<file path="config.mk">
export PLATFORM = sky130hd
export DESIGN_NAME = calendar_gregorian
export DESIGN_NICKNAME = d
export VERILOG_FILES = /design/src/rtl/calendar_pkg.sv /design/src/rtl/cal_dim_lookup.sv /design/src/rtl/calendar_gregorian.sv
export SDC_FILE = /design/constraint.sdc
export NUM_CORES = 1
export LEC_CHECK = 0
export BUFFER_PORTS_ARGS = -buffer_cell sky130_fd_sc_hd__buf_2
export CELL_PAD_IN_SITES_DETAIL_PLACEMENT = 1
export CELL_PAD_IN_SITES_GLOBAL_PLACEMENT = 2
export CORE_MARGIN = 2
export CORE_UTILIZATION = 32
export DETAILED_ROUTE_END_ITERATION = 8
export MAX_ROUTING_LAYER = met4
export PLACE_DENSITY = 0.88
export SYNTH_ARGS = -nofsm -noshare
export SYNTH_HDL_FRONTEND = slang
export SYNTH_HIERARCHICAL = 1
export SYNTH_SLANG_ARGS = --single-unit
export TNS_END_PERCENT = 20
</file>
<file path="constraint.sdc">
create_clock -name clk_100MHz -period 9.47 [get_ports clk_100MHz]
set_clock_uncertainty 0.15 [all_clocks]
set_input_delay 1.4205 -clock clk_100MHz [delete_from_list [all_inputs] [get_ports clk_100MHz]]
set_output_delay 1.4205 -clock clk_100MHz [all_outputs]
set_load 0.005 [all_outputs]
</file>
<file path="src/rtl/calendar_pkg.sv">
// calendar_pkg: month/day-of-week constants and Gregorian helper functions
package calendar_pkg;
    localparam logic [3:0] JAN = 4'd1, FEB = 4'd2, MAR = 4'd3, APR = 4'd4, MAY = 4'd5, JUN = 4'd6;
    localparam logic [3:0] JUL = 4'd7, AUG = 4'd8, SEP = 4'd9, OCT = 4'd10, NOV = 4'd11, DEC = 4'd12;
    localparam logic [2:0] DOW_SUN = 3'd0, DOW_MON = 3'd1, DOW_TUE = 3'd2, DOW_WED = 3'd3;
    localparam logic [2:0] DOW_THU = 3'd4, DOW_FRI = 3'd5, DOW_SAT = 3'd6;

    function automatic logic is_leap(input int unsigned y);
        return (y % 4 == 0) && ((y % 100 != 0) || (y % 400 == 0));
    endfunction

    function automatic logic [4:0] days_in_month(input logic [3:0] m, input logic leap);
        return (m == FEB) ? (leap ? 5'd29 : 5'd28) :
               (m == APR || m == JUN || m == SEP || m == NOV) ? 5'd30 : 5'd31;
    endfunction
endpackage

</file>
<file path="src/rtl/cal_dim_lookup.sv">
// cal_dim_lookup: days in the given month of the given year
module cal_dim_lookup
    import calendar_pkg::*;
#(
    parameter int YEAR_W = 12
) (
    input  logic [3:0]        month,
    input  logic [YEAR_W-1:0] year,
    output logic [4:0]        dim
);
    assign dim = days_in_month(month, is_leap(32'(year)));
endmodule

</file>
<file path="src/rtl/calendar_gregorian.sv">
// calendar_gregorian: Gregorian date with validated load, adjust, rollover pulses; CAL_DOW_EN enables the day-of-week counter
module calendar_gregorian
    import calendar_pkg::*;
#(
    parameter int YEAR_W        = 12,
    parameter int YEAR_MIN      = 2000,
    parameter int YEAR_MAX      = 2099,
    parameter int DEFAULT_DAY   = 1,
    parameter int DEFAULT_MONTH = 9,
    parameter int DEFAULT_YEAR  = 2023,
    parameter int DEFAULT_DOW   = 5
) (
    input  logic              clk_100MHz,
    input  logic              reset,
    input  logic              end_of_day,
    input  logic              inc_day,
    input  logic              inc_month,
    input  logic              inc_year,
    input  logic              adj_dec,
    input  logic              load_valid,
    input  logic [4:0]        load_day,
    input  logic [3:0]        load_month,
    input  logic [YEAR_W-1:0] load_year,
    input  logic [2:0]        load_dow,
    output logic [4:0]        day,
    output logic [3:0]        month,
    output logic [YEAR_W-1:0] year,
    output logic [2:0]        dow,
    output logic              leap_year,
    output logic              month_rollover,
    output logic              year_rollover,
    output logic              load_err
);
    localparam logic [YEAR_W-1:0] Y_MIN = YEAR_W'(YEAR_MIN);
    localparam logic [YEAR_W-1:0] Y_MAX = YEAR_W'(YEAR_MAX);

    logic [4:0]        dim, cand_dim, day_adj, day_clamp;
    logic [3:0]        month_adj, cand_month;
    logic [YEAR_W-1:0] year_inc, year_adj, cand_year;
    logic              load_ok, adjust, eod_go;

    assign year_inc   = (year >= Y_MAX) ? Y_MIN : year + YEAR_W'(1);
    assign year_adj   = adj_dec ? ((year <= Y_MIN) ? Y_MAX : year - YEAR_W'(1)) : year_inc;
    assign month_adj  = adj_dec ? ((month <= JAN) ? DEC : month - 4'd1) : ((month >= DEC) ? JAN : month + 4'd1);
    assign day_adj    = adj_dec ? ((day <= 5'd1) ? dim : day - 5'd1) : ((day >= dim) ? 5'd1 : day + 5'd1);
    // The second lookup sees whichever date would be written: the load request or the adjusted month/year
    assign cand_month = load_valid ? load_month : inc_month ? month_adj : month;
    assign cand_year  = load_valid ? load_year : (inc_year && !inc_month) ? year_adj : year;
    assign day_clamp  = (day > cand_dim) ? cand_dim : day;
    assign adjust     = inc_day | inc_month | inc_year;
    assign eod_go     = !load_valid && !adjust && end_of_day;
    assign leap_year  = is_leap(32'(year));

    assign load_ok = load_month >= JAN && load_month <= DEC && load_day >= 5'd1 && load_day <= cand_dim &&
                     load_year >= Y_MIN && load_year <= Y_MAX
`ifdef CAL_DOW_EN
                     && load_dow <= DOW_SAT
`endif
                     ;

    cal_dim_lookup #(.YEAR_W(YEAR_W)) u_dim_cur  (.month(month),      .year(year),      .dim(dim));
    cal_dim_lookup #(.YEAR_W(YEAR_W)) u_dim_cand (.month(cand_month), .year(cand_year), .dim(cand_dim));

    always_ff @(posedge clk_100MHz) begin
        if (reset) begin
            day            <= 5'(DEFAULT_DAY);
            month          <= 4'(DEFAULT_MONTH);
            year           <= YEAR_W'(DEFAULT_YEAR);
            month_rollover <= 1'b0;
            year_rollover  <= 1'b0;
            load_err       <= 1'b0;
        end else begin
            month_rollover <= 1'b0;
            year_rollover  <= 1'b0;
            load_err       <= 1'b0;
            if (load_valid) begin
                if (load_ok) begin
                    day   <= load_day;
                    month <= load_month;
                    year  <= load_year;
                end else begin
                    load_err <= 1'b1;
                end
            end else if (inc_day) begin
                day <= day_adj;
            end else if (inc_month || inc_year) begin
                month <= cand_month;
                year  <= cand_year;
                day   <= day_clamp;
            end else if (end_of_day) begin
                if (day >= dim) begin
                    day            <= 5'd1;
                    month_rollover <= 1'b1;
                    month          <= (month >= DEC) ? JAN : month + 4'd1;
                    if (month >= DEC) begin
                        year          <= year_inc;
                        year_rollover <= 1'b1;
                    end
                end else begin
                    day <= day + 5'd1;
                end
            end
        end
    end

`ifdef CAL_DOW_EN
    always_ff @(posedge clk_100MHz) begin
        if (reset) dow <= 3'(DEFAULT_DOW);
        else if (load_valid && load_ok) dow <= load_dow;
        else if (eod_go) dow <= (dow >= DOW_SAT) ? DOW_SUN : dow + 3'd1;
    end
`else
    logic [2:0] unused_load_dow;
    assign unused_load_dow = load_dow;
    assign dow = DOW_SUN;
`endif
endmodule

</file>
==> results of run 1 <==
## cells by family after synthesis
logic type	after synthesis
AOI/OAI and AO/OA	430
xor gates and xnor gates	38
adders and majority gates	37
buffers and inverters	126
DFF	24
muxes	16
other	3
and+or+nand+nor	421
## where the power goes
group	switching [uW]	total (uW)	internal [uW]
Sequential	17.6	127	109
Combinational	676	1110	437
Clock	44.5	101	56.3
Total	738	1340	603
## state kept, by name (all words and copies together), names as in the netlist
register	count
year_rollover	1
month_rollover	1
year	12
day	5
load_err	1
month	4
## per-stage QoR
step	area [um^2]	worst slack (ps)	instances
finish	8200	524	1412
global route	8200	-46.4	1412
CTS	8050	49.5	1406
detailed placement	7970	78.1	1403
global placement	7970	375	1403
floorplan	7410	545	1101
## Yosys cell counts (all sizes together), types with 11 or more instances
library cell	instances
ha	27
and3	12
inv	43
o21ai	86
nor3	42
o211ai	27
nand2	101
a21o	17
a211oi	30
buf	33
a21oi	85
a31oi	22
nand3	22
a211o	18
clkbuf	50
and2	18
nand2b	17
nor2	116
dfxtp	24
o31ai	13
nand4	15
o21a	11
o31a	12
or3	11
xnor2	29
a2111oi	11
## worst max-delay path, delay by kind of cell, from the launching register on
| kind | cells | cell delay [ps] |
|---|---|---|
| xor+xnor | 2 | 420 |
| fa+ha+maj | 4 | 1000 |
| compound gates | 17 | 3070 |
| flops | 1 | 390 |
| buf+inv | 3 | 460 |
| simple gates | 14 | 2970 |
| mux | 1 | 310 |
## metal layers
metal  wire, um  GRT usage, %  vias to the layer above
li1           -             -                     4227
met1      13400          31.7                     4330
met2      12800          37.2                      198
met3        989          1.00                       35
met4        431          4.50                        0
met5          0             -                        -
## final timing paths
| path | cells past startpoint | startpoint | endpoint | slack, ps |
|---|---|---|---|---|
| worst min-delay path | 2 | day[4] | day[4] | 510 |
| worst min register to register | 2 | day[4] | day[4] | 510 |
| worst max-delay path | 41 | year[1] | year[5] | 520 |
| worst max register to register | 41 | year[1] | year[5] | 520 |
## what timing repair did
| action | 4_1_cts | 5_1_grt |
|---|---|---|
| gates resized for setup | 0 | 26 |
| endpoints found under the setup margin | 0 | 21 |
| endpoints found under the hold margin | 0 | 0 |
| buffers inserted | 0 | 5 |
## cell usage in the layout, fill, tap and decap left out, types with 16 or more instances in the layout
| master | n |
|---|---|
| nor2_1 | 112 |
| nand2_1 | 100 |
| a21oi_1 | 78 |
| o21ai_0 | 76 |
| buf_2 | 53 |
| buf_4 | 52 |
| inv_1 | 42 |
| nor3_1 | 38 |
| xnor2_1 | 27 |
| ha_1 | 27 |
| dfxtp_1 | 24 |
| a211oi_1 | 23 |
| o211ai_1 | 22 |
| nand3_1 | 21 |
| a31oi_1 | 18 |
| a211o_1 | 18 |
| a21o_1 | 17 |
| nand2b_1 | 16 |
## layout make-up
| type | count | area, um^2 | area share [%] |
|---|---|---|---|
| timing repair buffer | 105 | 656 | 8.00 |
| antenna | 1 | 2.50 | 0.0305 |
| clock buffer | 3 | 75.1 | 0.916 |
| multi-input combinational | 951 | 6470 | 78.9 |
| sequential | 24 | 480 | 5.86 |
| inverter | 43 | 161 | 1.97 |
| tap | 285 | 357 | 4.35 |
==> impl_metrics.json, run 1 <==
{
  "cts_tree": "built",
  "synth-seq-cells": 24,
  "hold_viol_final": 0,
  "synthCells": 1095,
  "hold_ws_ps": 512,
  "seq_area_frac_synth_pct": 6.51,
  "cp_slowest_cell": "or3b_2",
  "tightest_slew_ps": 829,
  "path_clk_slew_ps": 70,
  "cts.sinks": 24,
  "via_per_inst": 6.23,
  "grt_pass1_wl_um": 45600,
  "cp-end-kind": "register",
  "leakagePower_uw": 0.00324,
  "place_congestion": 0.940,
  "synth_top_family_by_area": "compound AO/OA/AOI/OAI gates",
  "cts_buffer_depth": 2,
  "path_class": "reg -> reg",
  "period_share_pct": 94.5,
  "vias": 8790,
  "wl_um": 27600,
  "tns_ps": 0,
  "ys_top_cells_by_area": "dfxtp_1 (6.5%), nor2_1 (5.7%), a21oi_1 (5.4%), o21ai_0 (5.3%), nand2_1 (5.1%)",
  "die_y_um": 156,
  "nNetsFinal": 1187,
  "drt-initial-drc-count": 446,
  "grt_max_degree": 41,
  "power_uw": 1340,
  "synth-adder-area-share_pct": 6.05,
  "critPathLaunchType": "register",
  "yosys_warnings": 6,
  "cts_max_level": 1,
  "ctsHoldBuffers": 0,
  "fmax_ghz": 0.112,
  "setup_viol": 0,
  "utilization_pct": 36.2,
  "core_area_um2": 22600,
  "synth_top_cell_by_area": "dfxtp_1",
  "drv_slew": 0,
  "synth_cell_types": 112,
  "cts_made_buffers": 3,
  "required_ps": 9480,
  "postRouteAntennaNets": 0,
  "synth_edf_count": 0,
  "clk_latency_ps": 270,
  "async_reset_ff_share_pct": 0,
  "drc_errors": 0,
  "slew_headroom_pct": 44.3,
  "antenna_found_initial": 1,
  "cts-root-buf": "clkbuf_16",
  "maxCapViolations": 0,
  "ys.flop_type": "dfxtp_1",
  "area_delta_synth_final_pct": 11.0,
  "first_pass_iters": 4,
  "grt.overflow.total": 0,
  "avgRoutedWirePerCell_um": 19.6,
  "grt_pass1_vias": 8696,
  "track_usage_pct": 22.9,
  "portBuffers": 53,
  "hold_path.class": "reg -> reg",
  "synth_compound_area_share_pct": 42.7,
  "fillerInstances": 2907,
  "fin_crit_ps": 8950,
  "die_w_um": 156,
  "run_status": "finished clean",
  "vdd_drop_max_mv": 0.112,
  "syn_area_per_cell_um2": 6.75,
  "crit_arrival_ps": 8950,
  "cp_max_fo": 24,
  "layout-drive-gt1-share_pct": 18.7,
  "dpl.hpwl_um": 21200,
  "synth_top_area_share_pct": 6.51,
  "synth.mux.area_fraction_pct": 2.64,
  "initial_core_util_pct": 32.6,
  "io_pins": 60,
  "power_density_nw_per_um2": 164,
  "rows": 55,
  "synthXorXnorAreaFrac_pct": 4.51,
  "synth_area_um2": 7390,
  "synth-simple-area-share_pct": 29.7,
  "slowest_delay_ps": 500,
  "fp.dieArea_um2": 24300
}
No activity file was read; power rests on OpenSTA's default activity.
==> run 2, diff against run 1 <==
--- a/config.mk
+++ b/config.mk
@@ -13,6 +13,7 @@
 export DETAILED_ROUTE_END_ITERATION = 8
 export MAX_ROUTING_LAYER = met4
 export PLACE_DENSITY = 0.88
+export REMOVE_ABC_BUFFERS = 1
 export SYNTH_ARGS = -nofsm -noshare
 export SYNTH_HDL_FRONTEND = slang
 export SYNTH_HIERARCHICAL = 1
==> impl_metrics.json, run 2 (synthesis gave the netlist of run 1 again) <==
{
  "cts-root-buf": "clkbuf_16",
  "slowest_delay_ps": 400,
  "slew_headroom_pct": 48.7,
  "top_regs": "year: 12 flops, day: 5 flops, month: 4 flops",
  "portBuffers": 53,
  "antenna_found_initial": 1,
  "vias": 8724,
  "cts_tree": "built",
  "fp.dieArea_um2": 24300,
  "cp_max_fo": 24,
  "layout_common_cells": "nor2_1 (113), nand2_1 (100), a21oi_1 (80), o21ai_0 (76), buf_2 (53)",
  "cts_max_level": 1,
  "power_density_nw_per_um2": 165,
  "crit_arrival_ps": 9010,
  "critPathLaunchType": "register",
  "core_area_um2": 22600,
  "largest_reg_flops": 12,
  "tightest_slew_ps": 763,
  "leakagePower_uw": 0.00320,
  "final_common_cell": "nor2_1",
  "die_w_um": 156,
  "rsz0062_at_grt": "no",
  "dpl.hpwl_um": 20500,
  "cts_buffer_depth": 2,
  "postRouteAntennaNets": 0,
  "setup_viol": 0,
  "layout-drive-gt1-share_pct": 17.5,
  "hold_path.class": "reg -> reg",
  "track_usage_pct": 22.4,
  "area_delta_synth_final_pct": 10.0,
  "period_share_pct": 94.9,
  "grt_pass1_vias": 8676,
  "max_flop_register": "year",
  "maxCapViolations": 0,
  "cts.sinks": 24,
  "initial_core_util_pct": 32.6,
  "clk_latency_ps": 280,
  "drt-initial-drc-count": 379,
  "grt.overflow.total": 0,
  "dp_worst_setup_slack_ps": -154,
  "grt_max_degree": 43,
  "grt_pass1_wl_um": 44200,
  "path_class": "reg -> reg",
  "vdd_drop_max_mv": 0.0912,
  "fmax_ghz": 0.111,
  "drc_errors": 0,
  "wl_um": 26900,
  "cp_slowest_cell": "or3_1",
  "path_clk_slew_ps": 80,
  "place_congestion": 0.947,
  "die_y_um": 156,
  "required_ps": 9490,
  "cp-end-kind": "register",
  "via_per_inst": 6.20,
  "io_pins": 60,
  "hold_viol_final": 0,
  "fin_crit_ps": 8990,
  "ctsHoldBuffers": 0,
  "tns_ps": 0,
  "cts_made_buffers": 3,
  "nNetsFinal": 1180,
  "avgRoutedWirePerCell_um": 19.1,
  "first_pass_iters": 5,
  "run_status": "finished clean",
  "drv_slew": 0,
  "fin_ws_ps": 480,
  "rows": 55
}
==> run 2: timing repair <==
action / CTS / global route
buffers inserted: 0 / 1
pin swaps: 0 / 3
endpoints found under the setup margin: 11 / 21
cloned: 0 / 0
resized for setup: 1 / 16
==> run 2: worst max-delay path, delay by kind of cell (launching register included) <==
family / cells / cell delay (ps)
AND/OR/NAND/NOR: 16 / 3320
AO/OA/AOI/OAI: 15 / 2980
adder cells (fa/ha/maj): 4 / 1100
XOR/XNOR: 2 / 450
flip-flops: 1 / 360
multiplexers: 1 / 300
buffers and inverters: 1 / 170
==> run 2: path summary, 6_finish.rpt <==
check / slack [ps] / to / cells past startpoint / start
max: 480 / year[9] / 39 / year[0]
min reg2reg: 480 / year[11] / 2 / year[11]
max reg2reg: 480 / year[9] / 39 / year[0]
min: 480 / year[11] / 2 / year[11]
==> run 2: metrics by stage <==
stage / utilization (%) / total power (uW) / cells / cell area (um^2) / hold slack, ps
CTS: 35.6 / 1330 / 1404 / 8050 / 468
global route: 35.9 / 1460 / 1406 / 8130 / 497
global placement: 35.1 / 1150 / 1400 / 7950 / 458
finish: 35.9 / 1340 / 1406 / 8130 / 478
floorplan: - / 916 / 1018 / 7000 / 415
detailed placement: 35.1 / 1180 / 1400 / 7950 / 458
==> run 2: layout make-up <==
class | instances | area [um^2]
diodes | 1 | 2.50
clock buffers | 3 | 75.1
clock inverters | 1 | 30.0
fillers | 2867 | 14500
inverters | 43 | 161
multi-input cells | 951 | 6420
flip-flops and latches | 24 | 480
well taps | 285 | 357
repair buffers | 98 | 603
==> run 2: routing by layer <==
| layer | vias up | track usage, % | wire length (um) |
|---|---|---|---|
| met3 | 46 | 2.58 | 1170 |
| met5 | - | - | 0 |
| li1 | 4207 | - | - |
| met4 | 0 | 5.42 | 601 |
| met1 | 4283 | 28.7 | 12200 |
| met2 | 188 | 37.9 | 12900 |
==> run 2: power breakdown <==
group | internal, uW | switching [uW]
clock network | 84.6 | 49.6
registers | 109 | 18.4
logic | 420 | 657
